==> config.mk <==
export PLATFORM = sky130hd
export DESIGN_NAME = sar_result_capture
export DESIGN_NICKNAME = d
export VERILOG_FILES = /design/src/rtl/sar_result_capture.sv
export SDC_FILE = /design/constraint.sdc
export NUM_CORES = 1
export LEC_CHECK = 0
export ABC_AREA = 1
export BUFFER_PORTS_ARGS = -buffer_cell sky130_fd_sc_hd__buf_2
export CAP_MARGIN = 10
export CORE_UTILIZATION = 45
export DETAILED_ROUTE_END_ITERATION = 8
export PLACE_DENSITY_LB_ADDON = 0.3
export SLEW_MARGIN = 0
export SYNTH_ARGS = -nofsm -noshare
export SYNTH_HDL_FRONTEND = slang
export SYNTH_SLANG_ARGS = --single-unit
==> constraint.sdc <==
create_clock -name clock -period 8.5 [get_ports clock]
set_input_delay 1.7 -clock clock [delete_from_list [all_inputs] [get_ports clock]]
set_output_delay 1.7 -clock clock [all_outputs]
set_load 0.01 [all_outputs]
==> src/rtl/sar_result_capture.sv <==
// sar_result_capture: synchronises SAR end-of-conversion, captures/averages results and buffers them in a FIFO
module sar_result_capture #(
    parameter int RESULT_W    = 11,
    parameter int SYNC_STAGES = 2,
    parameter int AVG_LOG2    = 0,
    parameter int FIFO_DEPTH  = 4
) (
    input  logic                          clock,
    input  logic                          reset,
    input  logic                          enable,
    input  logic                          conv_done,
    input  logic [RESULT_W-1:0]           result_in,
    output logic [RESULT_W-1:0]           out_data,
    output logic                          out_valid,
    input  logic                          out_ready,
    output logic [$clog2(FIFO_DEPTH):0]   fifo_level,
    output logic                          overflow,
    output logic [7:0]                    overflow_cnt,
    input  logic                          clear_ovf
);
    localparam int PTR_W = $clog2(FIFO_DEPTH);
    localparam int LVL_W = PTR_W + 1;
    localparam int ACC_W = RESULT_W + AVG_LOG2;
    localparam int CNT_W = AVG_LOG2 > 0 ? AVG_LOG2 : 1;

    logic [SYNC_STAGES-1:0] sync_q, fill_q;
    logic                   prev_q, armed_q, cap_q, capv_q;
    logic [RESULT_W-1:0]    sample_q;
    logic [ACC_W-1:0]       acc_q, acc_d, sum_d;
    logic [CNT_W-1:0]       cnt_q, cnt_d;
    logic                   push_q, push_d, last, take;
    logic [RESULT_W-1:0]    push_data_q, pdata_d;
    logic [RESULT_W-1:0]    mem_q [FIFO_DEPTH];
    logic [PTR_W-1:0]       wr_q, rd_q;
    logic [LVL_W-1:0]       level_q, level_d;
    logic                   pop, full, wr_en, drop;
    logic                   ovf_q;
    logic [7:0]             ovf_cnt_q;

    // Synchroniser with edge detect; armed only after a genuine low has crossed, so a level held through reset never counts
    always_ff @(posedge clock or posedge reset) begin
        if (reset) begin
            sync_q  <= '0;
            fill_q  <= '0;
            prev_q  <= 1'b0;
            armed_q <= 1'b0;
            cap_q   <= 1'b0;
        end else begin
            sync_q  <= {sync_q[SYNC_STAGES-2:0], conv_done};
            fill_q  <= {fill_q[SYNC_STAGES-2:0], 1'b1};
            prev_q  <= sync_q[SYNC_STAGES-1];
            armed_q <= armed_q | (fill_q[SYNC_STAGES-1] & ~sync_q[SYNC_STAGES-1]);
            cap_q   <= armed_q & sync_q[SYNC_STAGES-1] & ~prev_q;
        end
    end

    // Register the SAR word on each enabled capture pulse
    always_ff @(posedge clock or posedge reset) begin
        if (reset) begin
            capv_q   <= 1'b0;
            sample_q <= '0;
        end else begin
            capv_q <= cap_q & enable;
            if (cap_q & enable) sample_q <= result_in;
        end
    end

    // Accumulate samples; the last one of a group emits the truncated mean
    always_comb begin
        sum_d   = acc_q + ACC_W'(sample_q);
        last    = cnt_q == CNT_W'((1 << AVG_LOG2) - 1);
        take    = capv_q & enable;
        acc_d   = !enable ? '0 : take ? (last ? '0 : sum_d) : acc_q;
        cnt_d   = !enable ? '0 : take ? (last ? '0 : cnt_q + CNT_W'(1)) : cnt_q;
        push_d  = take & last;
        pdata_d = RESULT_W'(sum_d >> AVG_LOG2);
    end

    // Accumulator state and the registered push toward the FIFO
    always_ff @(posedge clock or posedge reset) begin
        if (reset) begin
            acc_q       <= '0;
            cnt_q       <= '0;
            push_q      <= 1'b0;
            push_data_q <= '0;
        end else begin
            acc_q  <= acc_d;
            cnt_q  <= cnt_d;
            push_q <= push_d;
            if (push_d) push_data_q <= pdata_d;
        end
    end

    // FIFO control: a simultaneous pop frees the slot for a push when full
    always_comb begin
        pop     = out_valid & out_ready;
        full    = level_q == LVL_W'(FIFO_DEPTH);
        wr_en   = push_q & (~full | pop);
        drop    = push_q & full & ~pop;
        level_d = level_q + LVL_W'(wr_en) - LVL_W'(pop);
    end

    // FIFO storage and pointers
    always_ff @(posedge clock or posedge reset) begin
        if (reset) begin
            for (int i = 0; i < FIFO_DEPTH; i++) mem_q[i] <= '0;
            wr_q    <= '0;
            rd_q    <= '0;
            level_q <= '0;
        end else begin
            if (wr_en) mem_q[wr_q] <= push_data_q;
            wr_q    <= wr_q + PTR_W'(wr_en);
            rd_q    <= rd_q + PTR_W'(pop);
            level_q <= level_d;
        end
    end

    // Sticky overflow flag and saturating drop counter; clear beats a coincident drop
    always_ff @(posedge clock or posedge reset) begin
        if (reset) begin
            ovf_q     <= 1'b0;
            ovf_cnt_q <= '0;
        end else if (clear_ovf) begin
            ovf_q     <= 1'b0;
            ovf_cnt_q <= '0;
        end else if (drop) begin
            ovf_q     <= 1'b1;
            ovf_cnt_q <= ovf_cnt_q + 8'(ovf_cnt_q != 8'hFF);
        end
    end

    assign out_data     = mem_q[rd_q];
    assign out_valid    = level_q != '0;
    assign fifo_level   = level_q;
    assign overflow     = ovf_q;
    assign overflow_cnt = ovf_cnt_q;
endmodule

# Word-level counts from Yosys, hierarchy flattened
# Cells that the tools add are included.
[classes] addsub=7 n_mul=0 div=0 magnitude_cmp=3 n_eq_ne=3 n_shift=0 mux=16 bitwise_logic=19 n_reduce_logical=3
[op_table] cell="$mux 11" n=6
[op_table] cell="$bwmux 44" n=1
[op_table] cell="$bmux 11 s2" n=1
[op_table] cell="$demux 11 s2" n=1
[op_table] cell="$mux 8" n=2
[op_table] cell="$add 11x11->11" n=1
[op_table] cell="$and 1x1->1" n=10
[op_table] cell="$add 8x1->8" n=1
[op_table] cell="$ne 8x8->1 const B" n=1
[op_table] cell="$ge 3x3->1 const B" n=2
[op_table] cell="$not 2->3" n=2
[op_table] cell="$mux 1" n=5
[op_table] cell="$not 1->1" n=5
[op_table] cell="$add 2x1->2" n=2
[op_table] cell="$add 3x1->3" n=1
[op_table] cell="$eq 3x3->1 const B" n=1
[op_table] cell="$lt 3x1->1 const B" n=1
[op_table] cell="$reduce_bool 3->1" n=1
[op_table] cell="$sub 3x1->3" n=1
[op_table] cell="$ne 2x1->1 const B" n=1
[op_table] cell="$or 1x1->1" n=2
[op_table] cell="$reduce_bool 2->1" n=1
[op_table] cell="$add 1x1->1 const B" n=1
[op_table] cell="$logic_and 1x1->1" n=1
[word_totals] reg_bits=103 latch_bits=0 ramBits=0 rom_bits=0 in_bits=17 wordCells=71 memories=0

# Longest topological paths before layout
[depth] depth_word=6 mapped_depth=11

# Worst setup path before layout
# No wires, ideal clock.
[synth_timing] kind="input-to-reg" from="input port out_ready" to="register level_q[2], in the netlist fifo_level[2]" setup_time_ns=0.129 t_arrival_ns=3.024 required_time_ns=8.371 slack_ns=5.348 stages=9 path_buffers=1 cell_sequence="nor2_8 -> nand2_8 -> nand2_8 -> buf_2 -> ha_1 -> inv_1 -> ha_1 -> fa_1 -> xor2_1"
[synth_via] elab_chain_cells=5
[synth_lines] item="start, declared" line="15" rtl="input logic out_ready,"
[synth_lines] item="$and 1x1->1 (*)" line="96" rtl="pop = out_valid & out_ready;"
[synth_lines] item="$or 1x1->1" line="98" rtl="wr_en = push_q & (~full | pop);"
[synth_lines] item="$and 1x1->1" line="98"
[synth_lines] item="$add 3x1->3" line="100" rtl="level_d = level_q + LVL_W'(wr_en) - LVL_W'(pop);"
[synth_lines] item="$sub 3x1->3 (*)" line="100"
[synth_lines] item="named net level_d[2]" line="35" rtl="logic [LVL_W-1:0] level_q, level_d;"
[synth_lines] item="end signal, assigned" line="114" rtl="level_q <= level_d;"
[synth_lines] item="end, declared" line="35"
# Mark *: on every way through the listed nets, which the timed path passes. The rest lies on a longest branch.
# A chain may end at the register's enable or synchronous reset.

# Final worst setup path
[layout_timing] from="register rd_q[0]" to="output port out_data[2]"
[layout_via] elab_chain_cells=4
[layout_lines] item="start, declared" line="34" rtl="logic [PTR_W-1:0] wr_q, rd_q;"
[layout_lines] item="start signal, assigned" line="113" rtl="rd_q <= rd_q + PTR_W'(pop);"
[layout_lines] item="$not 2->3 (implied by the code)" line="132" rtl="assign out_data = mem_q[rd_q];"
[layout_lines] item="$bmux 11 s2" line="132"
[layout_lines] item="$mux 11 (implied by the code) (2 in a row)" line="132"
[layout_lines] item="end, declared" line="13" rtl="output logic [RESULT_W-1:0] out_data,"
# Every way passes these cells. The select of a mux whose other input is x is not followed.

==> results by group <==
Run status
  • Status: completed

Setup path
  • Critical path required time: 6.80 ns
  • Crit end category: output pin
  • Worst path arrival time: 2.25 ns
  • Critical path peak fanout: 24
  • Startpoint types: flip-flop
  • Worst R2R Path Depth: 7
  • Critical path class: flip-flop to output pin

Synth
  • Ys async rst share: 100%
  • Largest family of logic cells by synthesized area: simple AND/OR/NAND/NOR gates
  • Synth area leaders: dfrtp_1, nand2_1, o21ai_0, o21ai_2, nor2_1
  • Synth Flop Type: dfrtp_1
  • Complex-gate fraction of the synthesized area: 14.3%
  • Post-synth EDFFs: 0
  • Adder-cell share of the synthesized area: 2.33%
  • Net Count, Synth: 456
  • Yosys warns: 0
  • Yosys cell types: 36
  • Synth top cells by count: nand2_1, dfrtp_1, o21ai_0
  • Synth Area in Simple Gates: 20.6%
  • Avg Cell Area, Syn: 9.45 um2
  • Post-synthesis mux area share: 0%
  • Top-count cell post-synth: nand2_1
  • FF+latch count, synth: 91
  • Post-synthesis cell area: 4080 um2
  • Syn Inst Count: 432
  • Yosys top cell area share: 55.8%
  • Synth area leader: dfrtp_1
  • Synth Area in XOR/XNOR: 0.858%
  • Register area share after synthesis: 55.8%

Place
  • Input/output buffers: 40
  • Final HPWL DP: 5170 um
  • Pre-CTS setup slack: 4.89 ns
  • Routability cong.: 0.775

STA
  • Setup TNS: 0 ns
  • Period utilization: 46.5%
  • Fmax: 0.253 GHz
  • RSZ-0062 raised after global routing: false
  • Rel. slew slack: 50.2%
  • Final setup viols: 0
  • Worst clock skew: 0.0140 ns
  • Measured slew at the worst slew-check pin: 0.747 ns
  • Minimum clock period after layout: 3.95 ns
  • Final hold violations: 0
  • Final WS setup: 4.55 ns
  • Hold slack: 0.354 ns
  • Final Max Tran Viols: 0

Floorplan
  • Placeable Area: 8760 um2
  • Die Wd: 97.3 um
  • Starting density of the core: 46.6%
  • DIE HEIGHT: 97.3 um
  • Ports: 41
  • Full die area: 9460 um2
  • Std cell rows: 34

Job
  • Max-cap violations: 0

Clock network
  • Worst-skew pair later-pin latency: 0.35 ns
  • CTS tree: done
  • Clk buf depth: 2
  • Root Buffer: clkbuf_8
  • Setup Fix Bufs, Post-CTS: 0
  • H-tree levels: 3
  • Hold-fix buffers, CTS: 0
  • Number of clock sinks: 91
  • TritonCTS Buffers: 9
  • Resized Gates After CTS: 0
  • Clock slew at reported path FFs: 0.09 ns

Finish
  • Synthesis-to-layout area growth: 10.3%
  • Layout cells sized above 1: 23.0%
  • Diodes inserted: 0
  • Register area: 2280 um2
  • Multi-input gate area: 1560 um2
  • Fill cells: 842
  • Final layout net count: 489

Global route
  • Largest net degree at the start of global routing: 61
  • Grt total ovfl: 0
  • Antenna violations before repair: 0
  • GRT Overall Usage: 17.9%
  • Number of global-route vias before repair: 2,771
  • First-pass GRT wire length: 13,600 um

Hold path
  • Min-Delay Path Class: flip-flop to flip-flop
  • Hold Path Depth: 0

Routing
  • Drt via density: 5.01
  • Final wirelength: 7870 um
  • Drt wl/cell: 13.6 um
  • Final ANT Viol Nets: 0
  • Total iterations of the first detailed-routing run: 4
  • DR vias: 2,895
  • First DRT Iteration DRCs: 178
  • # DRC: 0

Pwr
  • Total power: 1340 uW
  • Comb pwr share: 30.2%
  • Power per cell area: 298 nW/um2
  • Peak supply drop: 0.000111 V
  • Sequential share of power: 48.3%
  • Sw power: 498 uW
  • Static Leakage: 0.00225 uW
  • Sw Share: 37.1%
  • Clk pwr share: 21.5%
  • Internal power: 846 uW
==> metrics by stage <==
stage	instances	util [%]	area, um2
2_1_floorplan	432	-	4080
3_3_place_gp	562	49.2	4310
3_5_place_dp	562	49.2	4310
4_1_cts	578	51.4	4510
5_1_grt	578	51.4	4510
6_report	578	51.4	4510
==> worst paths after layout <==
kind	from	to	slack, ns
min reg2reg	sync_q[0]	sync_q[1]	0.35
min	sync_q[0]	sync_q[1]	0.35
max in group asynchronous	reset	mem_q[0]	6.01
max reg2reg	fifo_level[1]	fifo_level[2]	6.45
max	rd_q[0]	out_data[2]	4.55
min in group asynchronous	reset	armed_q	1.37
==> state kept, by name (all words and copies together) (netlist names) <==
register,flops
armed_q,1
cap_q,1
capv_q,1
fifo_level,3
fill_q,2
mem_q,44
overflow,1
overflow_cnt,8
prev_q,1
push_data_q,11
push_q,1
rd_q,2
sample_q,11
sync_q,2
wr_q,2
==> power groups by stage <==
| stage | registers, uW | clock network [uW] | logic, uW |
|---|---|---|---|
| final | 650 | 289 | 406 |
| after global routing | 666 | 310 | 467 |
| after CTS | 651 | 296 | 414 |
| after detailed placement | 659 | 0 | 412 |
| after global placement | 653 | 0 | 398 |
| after floorplan | 622 | 0 | 319 |
==> per-layer routing <==
layer	up-vias	global-route usage, %	routed length (um)
met5	-	0	0
met4	0	7.24	110
met3	10	2.37	221
met2	52	27.8	3650
met1	1366	25.5	3880
li1	1467	-	-
==> placed cells by master, fill, tap and decap left out, types with 2 or more instances in the layout <==
cell and count:
nand3_1 8, xor2_1 3, buf_2 40, o22ai_1 11, ha_1 6, nand4_1 4, clkinv_2 2, nor2_1 32
a21oi_1 2, nor3_1 2, nand2_4 2, dfrtp_1 91, clkinvlp_4 3, o21ai_2 22, o21ai_0 57, nand2_1 107
nand2_2 18, clkbuf_8 9, inv_1 30, nor2_4 2, nand2_8 2
==> kinds of logic (layout without fill, tap and decap cells) <==
family / after synthesis / after routing
xor gates and xnor gates: 4 / 4
DFF: 91 / 91
adders and majority gates: 7 / 7
AOI/OAI and AO/OA: 96 / 96
and+or+nand+nor: 180 / 180
other: 1 / 1
buffers and inverters: 53 / 91
==> worst max-delay path, stage by stage (launching register included) <==
cell and delay [ns]:
dfrtp_1 0.83, inv_1 0.53, o21ai_0 0.32, o22ai_1 0.09
buf_2 0.14
==> final cells by class <==
cell class                      instances  area share (%)
Clock buffer                           10            2.83
Clock inverter                          6            1.47
Inverter                               34            2.92
Multi-Input combinational cell        288            34.6
Sequential cell                        91            50.5
Tap cell                              108            3.00
Timing Repair Buffer                   41            4.61
Note: power is estimated with default switching activity, not from simulation.
